## src/rtl/keypad_entry_controller_if.sv

```systemverilog
// Keypad entry controller bus: encoder inputs, consumer read handshake and
// status outputs grouped into one bundle.
//
// Handshake: rd_valid high means rd_data holds the head entry; the consumer
// asserts rd_en for one cycle to pop it. The pop takes effect on the rising
// edge where rd_en=1 and rd_valid=1. rd_en while rd_valid=0 has no effect.
// code_in/valid_in are level signals from the encoder, not a handshake.
interface keypad_entry_controller_if #(
  parameter int FIFO_DEPTH = 4
);
  localparam int CNT_W = $clog2(FIFO_DEPTH) + 1;

  logic [3:0]       code_in;
  logic             valid_in;
  logic             rd_en;
  logic             clear_ovf;
  logic [3:0]       rd_data;
  logic             rd_valid;
  logic [CNT_W-1:0] count;
  logic             key_down;
  logic             overflow;

  // Controller side
  modport master (
    input  code_in, valid_in, rd_en, clear_ovf,
    output rd_data, rd_valid, count, key_down, overflow
  );

  // Encoder/consumer side
  modport slave (
    output code_in, valid_in, rd_en, clear_ovf,
    input  rd_data, rd_valid, count, key_down, overflow
  );
endinterface

```

## src/rtl/keypad_entry_controller.sv

```systemverilog
// Keypad entry controller: debounces encoder code/valid into press and
// release events, queues one code per qualified press in a show-ahead FIFO
// and flags dropped codes with a sticky overflow.
//
// Optional auto-repeat while a key is held: define KEYPAD_REPEAT_EN.
// Debug: dbg_state_o shows the FSM state (0 IDLE, 1 DEBOUNCE, 2 HELD,
// 3 RELEASE).
module keypad_entry_controller #(
  parameter int DEBOUNCE_CYCLES = 4,
  parameter int FIFO_DEPTH      = 4
`ifdef KEYPAD_REPEAT_EN
  , parameter int REPEAT_DELAY  = 64
  , parameter int REPEAT_RATE   = 16
`endif
) (
  input  logic                             clock,
  input  logic                             reset,
  keypad_entry_controller_if.master        bus,
  output logic [1:0]                       dbg_state_o
);

  localparam int DB_W  = (DEBOUNCE_CYCLES > 2) ? $clog2(DEBOUNCE_CYCLES) : 1;
  localparam int PTR_W = $clog2(FIFO_DEPTH);
  localparam int CNT_W = PTR_W + 1;
  localparam logic [DB_W-1:0]  DB_LAST = DB_W'(DEBOUNCE_CYCLES - 1);
  localparam logic [CNT_W-1:0] FULL_N  = CNT_W'(FIFO_DEPTH);

  typedef enum logic [1:0] {
    ST_IDLE     = 2'd0,
    ST_DEBOUNCE = 2'd1,
    ST_HELD     = 2'd2,
    ST_RELEASE  = 2'd3
  } state_e;

  state_e            state_q, state_d;
  logic [3:0]        cand_q, cand_d;
  logic [DB_W-1:0]   cnt_q, cnt_d;
  logic              press_push;
  logic              push_req;
  logic              key_down_q;

  logic [3:0]        mem_q [FIFO_DEPTH];
  logic [PTR_W-1:0]  wr_ptr_q, rd_ptr_q;
  logic [CNT_W-1:0]  count_q, count_d;
  logic              overflow_q;
  logic              pop, full, push_ok, drop;

  // Debounce/press-tracking next-state logic
  always_comb begin
    state_d    = state_q;
    cand_d     = cand_q;
    cnt_d      = cnt_q;
    press_push = 1'b0;
    case (state_q)
      ST_IDLE: begin
        if (bus.valid_in) begin
          cand_d  = bus.code_in;
          cnt_d   = DB_W'(1);
          state_d = ST_DEBOUNCE;
        end
      end
      ST_DEBOUNCE: begin
        if (!bus.valid_in) begin
          cnt_d   = '0;
          state_d = ST_IDLE;
        end else if (bus.code_in != cand_q) begin
          // Code changed mid-debounce: restart on the new code
          cand_d = bus.code_in;
          cnt_d  = DB_W'(1);
        end else if (cnt_q == DB_LAST) begin
          press_push = 1'b1;
          cnt_d      = '0;
          state_d    = ST_HELD;
        end else begin
          cnt_d = cnt_q + DB_W'(1);
        end
      end
      ST_HELD: begin
        // A different code while held is ignored: first key owns the entry
        if (!bus.valid_in) begin
          cnt_d   = DB_W'(1);
          state_d = ST_RELEASE;
        end
      end
      ST_RELEASE: begin
        if (bus.valid_in) begin
          if (bus.code_in == cand_q) begin
            // Release bounce: resume holding, no new push
            cnt_d   = '0;
            state_d = ST_HELD;
          end else begin
            cand_d  = bus.code_in;
            cnt_d   = DB_W'(1);
            state_d = ST_DEBOUNCE;
          end
        end else if (cnt_q == DB_LAST) begin
          cnt_d   = '0;
          state_d = ST_IDLE;
        end else begin
          cnt_d = cnt_q + DB_W'(1);
        end
      end
      default: begin
        cnt_d   = '0;
        state_d = ST_IDLE;
      end
    endcase
  end

  // FSM registers; key_down is decoded from the next state so it tracks state
  always_ff @(posedge clock) begin
    if (!reset) begin
      state_q    <= ST_IDLE;
      cand_q     <= 4'h0;
      cnt_q      <= '0;
      key_down_q <= 1'b0;
    end else begin
      state_q    <= state_d;
      cand_q     <= cand_d;
      cnt_q      <= cnt_d;
      key_down_q <= (state_d == ST_HELD) || (state_d == ST_RELEASE);
    end
  end

`ifdef KEYPAD_REPEAT_EN
  localparam int REP_MAX = (REPEAT_DELAY > REPEAT_RATE) ? REPEAT_DELAY : REPEAT_RATE;
  localparam int REP_W   = $clog2(REP_MAX + 1);

  logic [REP_W-1:0] rep_cnt_q;
  logic             rep_first_q;
  logic             rep_stay;
  logic             rep_fire;

  assign rep_stay = (state_q == ST_HELD) && (state_d == ST_HELD);
  assign rep_fire = rep_stay &&
                    (rep_cnt_q == (rep_first_q ? REP_W'(REPEAT_DELAY - 1)
                                               : REP_W'(REPEAT_RATE - 1)));
  assign push_req = press_push | rep_fire;

  // Repeat timer: restarts on every entry into HELD, first interval is the delay
  always_ff @(posedge clock) begin
    if (!reset) begin
      rep_cnt_q   <= '0;
      rep_first_q <= 1'b1;
    end else if (!rep_stay) begin
      rep_cnt_q   <= '0;
      rep_first_q <= 1'b1;
    end else if (rep_fire) begin
      rep_cnt_q   <= '0;
      rep_first_q <= 1'b0;
    end else begin
      rep_cnt_q <= rep_cnt_q + REP_W'(1);
    end
  end
`else
  assign push_req = press_push;
`endif

  assign pop     = bus.rd_en && (count_q != '0);
  assign full    = (count_q == FULL_N);
  // A pop in the same cycle frees the slot, so a push at full still fits
  assign push_ok = push_req && (!full || pop);
  assign drop    = push_req && full && !pop;

  // Occupancy next value
  always_comb begin
    count_d = count_q;
    case ({push_ok, pop})
      2'b10:   count_d = count_q + CNT_W'(1);
      2'b01:   count_d = count_q - CNT_W'(1);
      default: count_d = count_q;
    endcase
  end

  // FIFO storage; contents need no reset since empty reads are forced to 0
  always_ff @(posedge clock) begin
    if (push_ok) begin
      mem_q[wr_ptr_q] <= cand_q;
    end
  end

  // FIFO pointers, occupancy and sticky overflow (set wins over clear)
  always_ff @(posedge clock) begin
    if (!reset) begin
      wr_ptr_q   <= '0;
      rd_ptr_q   <= '0;
      count_q    <= '0;
      overflow_q <= 1'b0;
    end else begin
      if (push_ok) wr_ptr_q <= wr_ptr_q + PTR_W'(1);
      if (pop)     rd_ptr_q <= rd_ptr_q + PTR_W'(1);
      count_q <= count_d;
      if (drop) begin
        overflow_q <= 1'b1;
      end else if (bus.clear_ovf) begin
        overflow_q <= 1'b0;
      end
    end
  end

  assign bus.rd_data  = (count_q != '0) ? mem_q[rd_ptr_q] : 4'h0;
  assign bus.rd_valid = (count_q != '0);
  assign bus.count    = count_q;
  assign bus.key_down = key_down_q;
  assign bus.overflow = overflow_q;
  assign dbg_state_o  = state_q;

endmodule

```

## src/flat_wrapper.sv

```systemverilog
// flat-port wrapper written by rule: the top's interface ports become plain ports
module keypad_entry_controller_flat 
#(
  parameter int DEBOUNCE_CYCLES = 4,
  parameter int FIFO_DEPTH      = 4

)
  (clock, reset, dbg_state_o, bus_code_in, bus_valid_in, bus_rd_en, bus_clear_ovf, bus_rd_data, bus_rd_valid, bus_count, bus_key_down, bus_overflow);
  keypad_entry_controller_if #(.FIFO_DEPTH(FIFO_DEPTH)) bus_i ();
  input  logic clock;
  input  logic reset;
  output logic [1:0] dbg_state_o;
  input wire logic [$bits(bus_i.code_in)-1:0] bus_code_in;
  input wire logic [$bits(bus_i.valid_in)-1:0] bus_valid_in;
  input wire logic [$bits(bus_i.rd_en)-1:0] bus_rd_en;
  input wire logic [$bits(bus_i.clear_ovf)-1:0] bus_clear_ovf;
  output wire logic [$bits(bus_i.rd_data)-1:0] bus_rd_data;
  output wire logic [$bits(bus_i.rd_valid)-1:0] bus_rd_valid;
  output wire logic [$bits(bus_i.count)-1:0] bus_count;
  output wire logic [$bits(bus_i.key_down)-1:0] bus_key_down;
  output wire logic [$bits(bus_i.overflow)-1:0] bus_overflow;
  assign bus_i.code_in = bus_code_in;
  assign bus_i.valid_in = bus_valid_in;
  assign bus_i.rd_en = bus_rd_en;
  assign bus_i.clear_ovf = bus_clear_ovf;
  assign bus_rd_data = bus_i.rd_data;
  assign bus_rd_valid = bus_i.rd_valid;
  assign bus_count = bus_i.count;
  assign bus_key_down = bus_i.key_down;
  assign bus_overflow = bus_i.overflow;
  keypad_entry_controller #(.DEBOUNCE_CYCLES(DEBOUNCE_CYCLES), .FIFO_DEPTH(FIFO_DEPTH)) u_core (.clock(clock), .reset(reset), .bus(bus_i), .dbg_state_o(dbg_state_o));
endmodule
```

## config.mk

```make
export PLATFORM = sky130hd
export DESIGN_NAME = keypad_entry_controller_flat
export DESIGN_NICKNAME = d
export VERILOG_FILES = /design/src/rtl/keypad_entry_controller_if.sv /design/src/rtl/keypad_entry_controller.sv /design/src/flat_wrapper.sv
export SDC_FILE = /design/constraint.sdc
export NUM_CORES = 1
export LEC_CHECK = 0
export CAP_MARGIN = 20
export CORE_UTILIZATION = 30
export CTS_BUF_LIST = sky130_fd_sc_hd__clkbuf_4 sky130_fd_sc_hd__clkbuf_8 sky130_fd_sc_hd__clkbuf_16
export CTS_CLUSTER_DIAMETER = 120
export CTS_CLUSTER_SIZE = 20
export DETAILED_ROUTE_END_ITERATION = 6
export PLACE_DENSITY = 0.51
export SKIP_CTS_REPAIR_TIMING = 1
export SLEW_MARGIN = 20
export SYNTH_ARGS = -nofsm -noshare
export SYNTH_HDL_FRONTEND = slang
export SYNTH_SLANG_ARGS = --single-unit
```

## constraint.sdc

```tcl
create_clock -name clock -period 2.4 [get_ports clock]
set_clock_uncertainty 0.15 [all_clocks]
set_input_delay 0.48 -clock clock [delete_from_list [all_inputs] [get_ports clock]]
set_output_delay 0.48 -clock clock [all_outputs]
set_load 0.05 [all_outputs]
```

==> results.ini <==
[status]
outcome = completed

[setup_path]
crit_type = flip-flop to output port
worst_ep_required_time_ns = 1.77
slowest_stage = clkdlybuf4s50_1
critPathLaunchType = flip-flop
cp_cell_sequence = clkdlybuf4s50_1
path_max_fanout = 9
critPathMaxStageDelay_ns = 0.87
crit_family = buffers and inverters
critical_path_buf_inv_count = 1
worstPathArrival_ns = 1.66
end_kind = output port

[clock_tree]
cts-buffers-inserted = 5
clk_latency_ns = 0.28
cts_tree = built
clock_sink_count = 34
clock_path_buffers = 2
cts_root_buf = clkbuf_8
clk_pin_slew_ns = 0.07
cts_max_level = 2

[timing]
whs_ns = 0.317
rsz0062_at_grt = false
period_minus_slack_ns = 2.29
setup_tns_ns = 0
worst_slew_margin_rel = 0.655
setup_viol = 0
layout_setup_ws_ns = 0.110
hold_viol_final = 0
maxSlewViolCount = 0
tightest_slew_ns = 0.517
post-route-period-util = 0.954
fmax_mhz = 437

[logic_synthesis]
synth_ff_type = dfxtp_1
synthMuxAreaShare = 0.111
synth-adder-area-share = 0.0510
synth_cell_types = 35
synth_compound_area_frac = 0.0688
synth_top_area_frac = 0.297
syn_area_um2 = 1620
synth_simple_gate_area_frac = 0.170
synth_cells = 141
synth-xor-area-share = 0.0379
synth.most_common_cell = nand2_1
synth-seq-cells = 34
synthTopCellsByArea = edfxtp_1 (30%), dfxtp_1 (22%), mux2i_1 (5.6%)
synth_top_family_by_area = simple AND/OR/NAND/NOR gates
synth-edff-count = 16
syn_area_per_cell_um2 = 11.5
ys_warn_count = 0
synth_common_cells = nand2_1 (20), dfxtp_1 (18), edfxtp_1 (16), and2_1 (14), mux2i_1 (9)
syn-num-nets = 156
synth.largest_area_cell = edfxtp_1
synthArstFlopShare = 0
ys_seq_area_frac = 0.520

[pwr]
power.leakage_nw = 0.764
p_sw_mw = 0.277
swShare = 0.238
clkPwrFrac = 0.344
p_comb_frac = 0.114
p_int_mw = 0.891
pwr-share-seq = 0.542
power.density_nw_per_um2 = 581
ir_drop_mv = 0.216
p_total_mw = 1.17

[die]
dieArea_um2 = 5690
rows = 26
die_x_um = 75.4
core-area_um2 = 5140
start_util = 0.315
fp.dieH_um = 75.4
ios = 21

[place]
dp_slack_ns = -0.122
dp_hpwl_mm = 2.27
io_buffers = 20
place_inst = 232
place_congestion = 0.736

[finish]
n_antenna_cell = 0
fill_cells = 541
drive_above_1_share = 0.182
final_cells = 240
layout.nets = 184
syn2layout_area_growth_pct = 24.3

[drt]
via_count = 1080
drt_pass1_iterations = 4
routed_wl_mm = 2.88
drt-initial-drc-count = 26
drc = 0
viasPerCell = 4.50
route.detailed.wl_per_inst_um = 12.0
postRouteAntennaNets = 0

[min_path]
hold_path_class = flip-flop to flip-flop

[run]
drv_cap = 0

[grt]
track_usage = 0.116
grt_pass1_vias = 1051
antenna_found_initial = 0
grt_pass1_wl_mm = 4.71
grt-ovfl-total = 0
grt_max_degree = 25

## worst paths after layout
| check | start | endpoint | slack (ns) | cells past startpoint |
|---|---|---|---|---|
| setup / recovery | u_core.dbg_state_o[0] | dbg_state_o[0] | 0.11 | 1 |
| setup reg to reg | u_core.cnt_q[0] | u_core.bus.count[1] | 0.29 | 8 |
| hold reg to reg | u_core.cnt_q[1] | u_core.cnt_q[1] | 0.32 | 2 |
| hold / removal | u_core.cnt_q[1] | u_core.cnt_q[1] | 0.32 | 2 |
## per-layer routing
metal  vias up  part of all wire  global-route usage
met3         6             0.033              0.0291
met4         0             0.021              0.0617
li1        543                 -                   -
met5         -                 0                   0
met2        20              0.50               0.202
met1       511              0.44               0.131
## state kept, by name, indices dropped and copies added, names as in the netlist, named ones only
register and count:
u_core.cand_q 4, u_core.cnt_q 2, u_core.bus.count 3, u_core.rd_ptr_q 2, u_core.mem_q 16, u_core.wr_ptr_q 2, u_core.bus.overflow 1, u_core.dbg_state_o 2
## layout make-up
class                           instances  area, um2  share of cell area
Inverter                                7       26.3              0.0131
Timing Repair Buffer                   28        253               0.126
Clock buffer                            6       76.3              0.0380
Multi-Input combinational cell         93        714               0.355
Tap cell                               70       87.6              0.0436
Clock inverter                          2       8.76             0.00436
Sequential cell                        34        845               0.420
## through the flow
| stage | utilization | cell area (um2) |
|---|---|---|
| 2_1_floorplan | - | 1630 |
| 3_3_place_gp | 0.374 | 1920 |
| 3_5_place_dp | 0.374 | 1920 |
| 4_1_cts | 0.391 | 2010 |
| 5_1_grt | 0.391 | 2010 |
| 6_report | 0.391 | 2010 |
## cells by family after synthesis
kind of cell | Yosys count
compound gates | 15
flops | 34
xor+xnor | 7
fa+ha+maj | 6
mux | 13
simple gates | 52
buf+inv | 14
## layout by cell type, fill, tap and decap left out
master            n
clkbuf_4          1
nand2b_1          3
mux4_2            4
ha_1              5
and3_4            1
a21o_1            1
nor2b_1           3
and4_1            1
and2_1           14
dfxtp_2           3
mux2i_1           9
or4b_4            1
nand4_1           1
buf_4            12
clkinv_2          1
clkdlybuf4s50_1  15
o211ai_1          2
fa_1              1
edfxtp_1         16
nand2_1          20
dlymetal6s2s_1    1
nor2_1            5
a31oi_1           2
dfxtp_1          15
o21ai_0           2
xnor2_1           7
inv_1             7
a21oi_2           1
o41ai_1           1
o22ai_1           1
a22oi_2           1
clkinv_1          1
clkbuf_8          5
a21oi_4           1
a21boi_0          1
nor3_1            2
a21oi_1           2
or3_1             1
## power by group through the flow
stage	clock, mW	sequential (mW)	combinational, mW
finish	0.401	0.633	0.134
CTS	0.412	0.633	0.136
detailed placement	0	0.646	0.135
global placement	0	0.645	0.134
global route	0.434	0.636	0.145
floorplan	0	0.649	0.0789
Power figures use the tool's default switching activity.
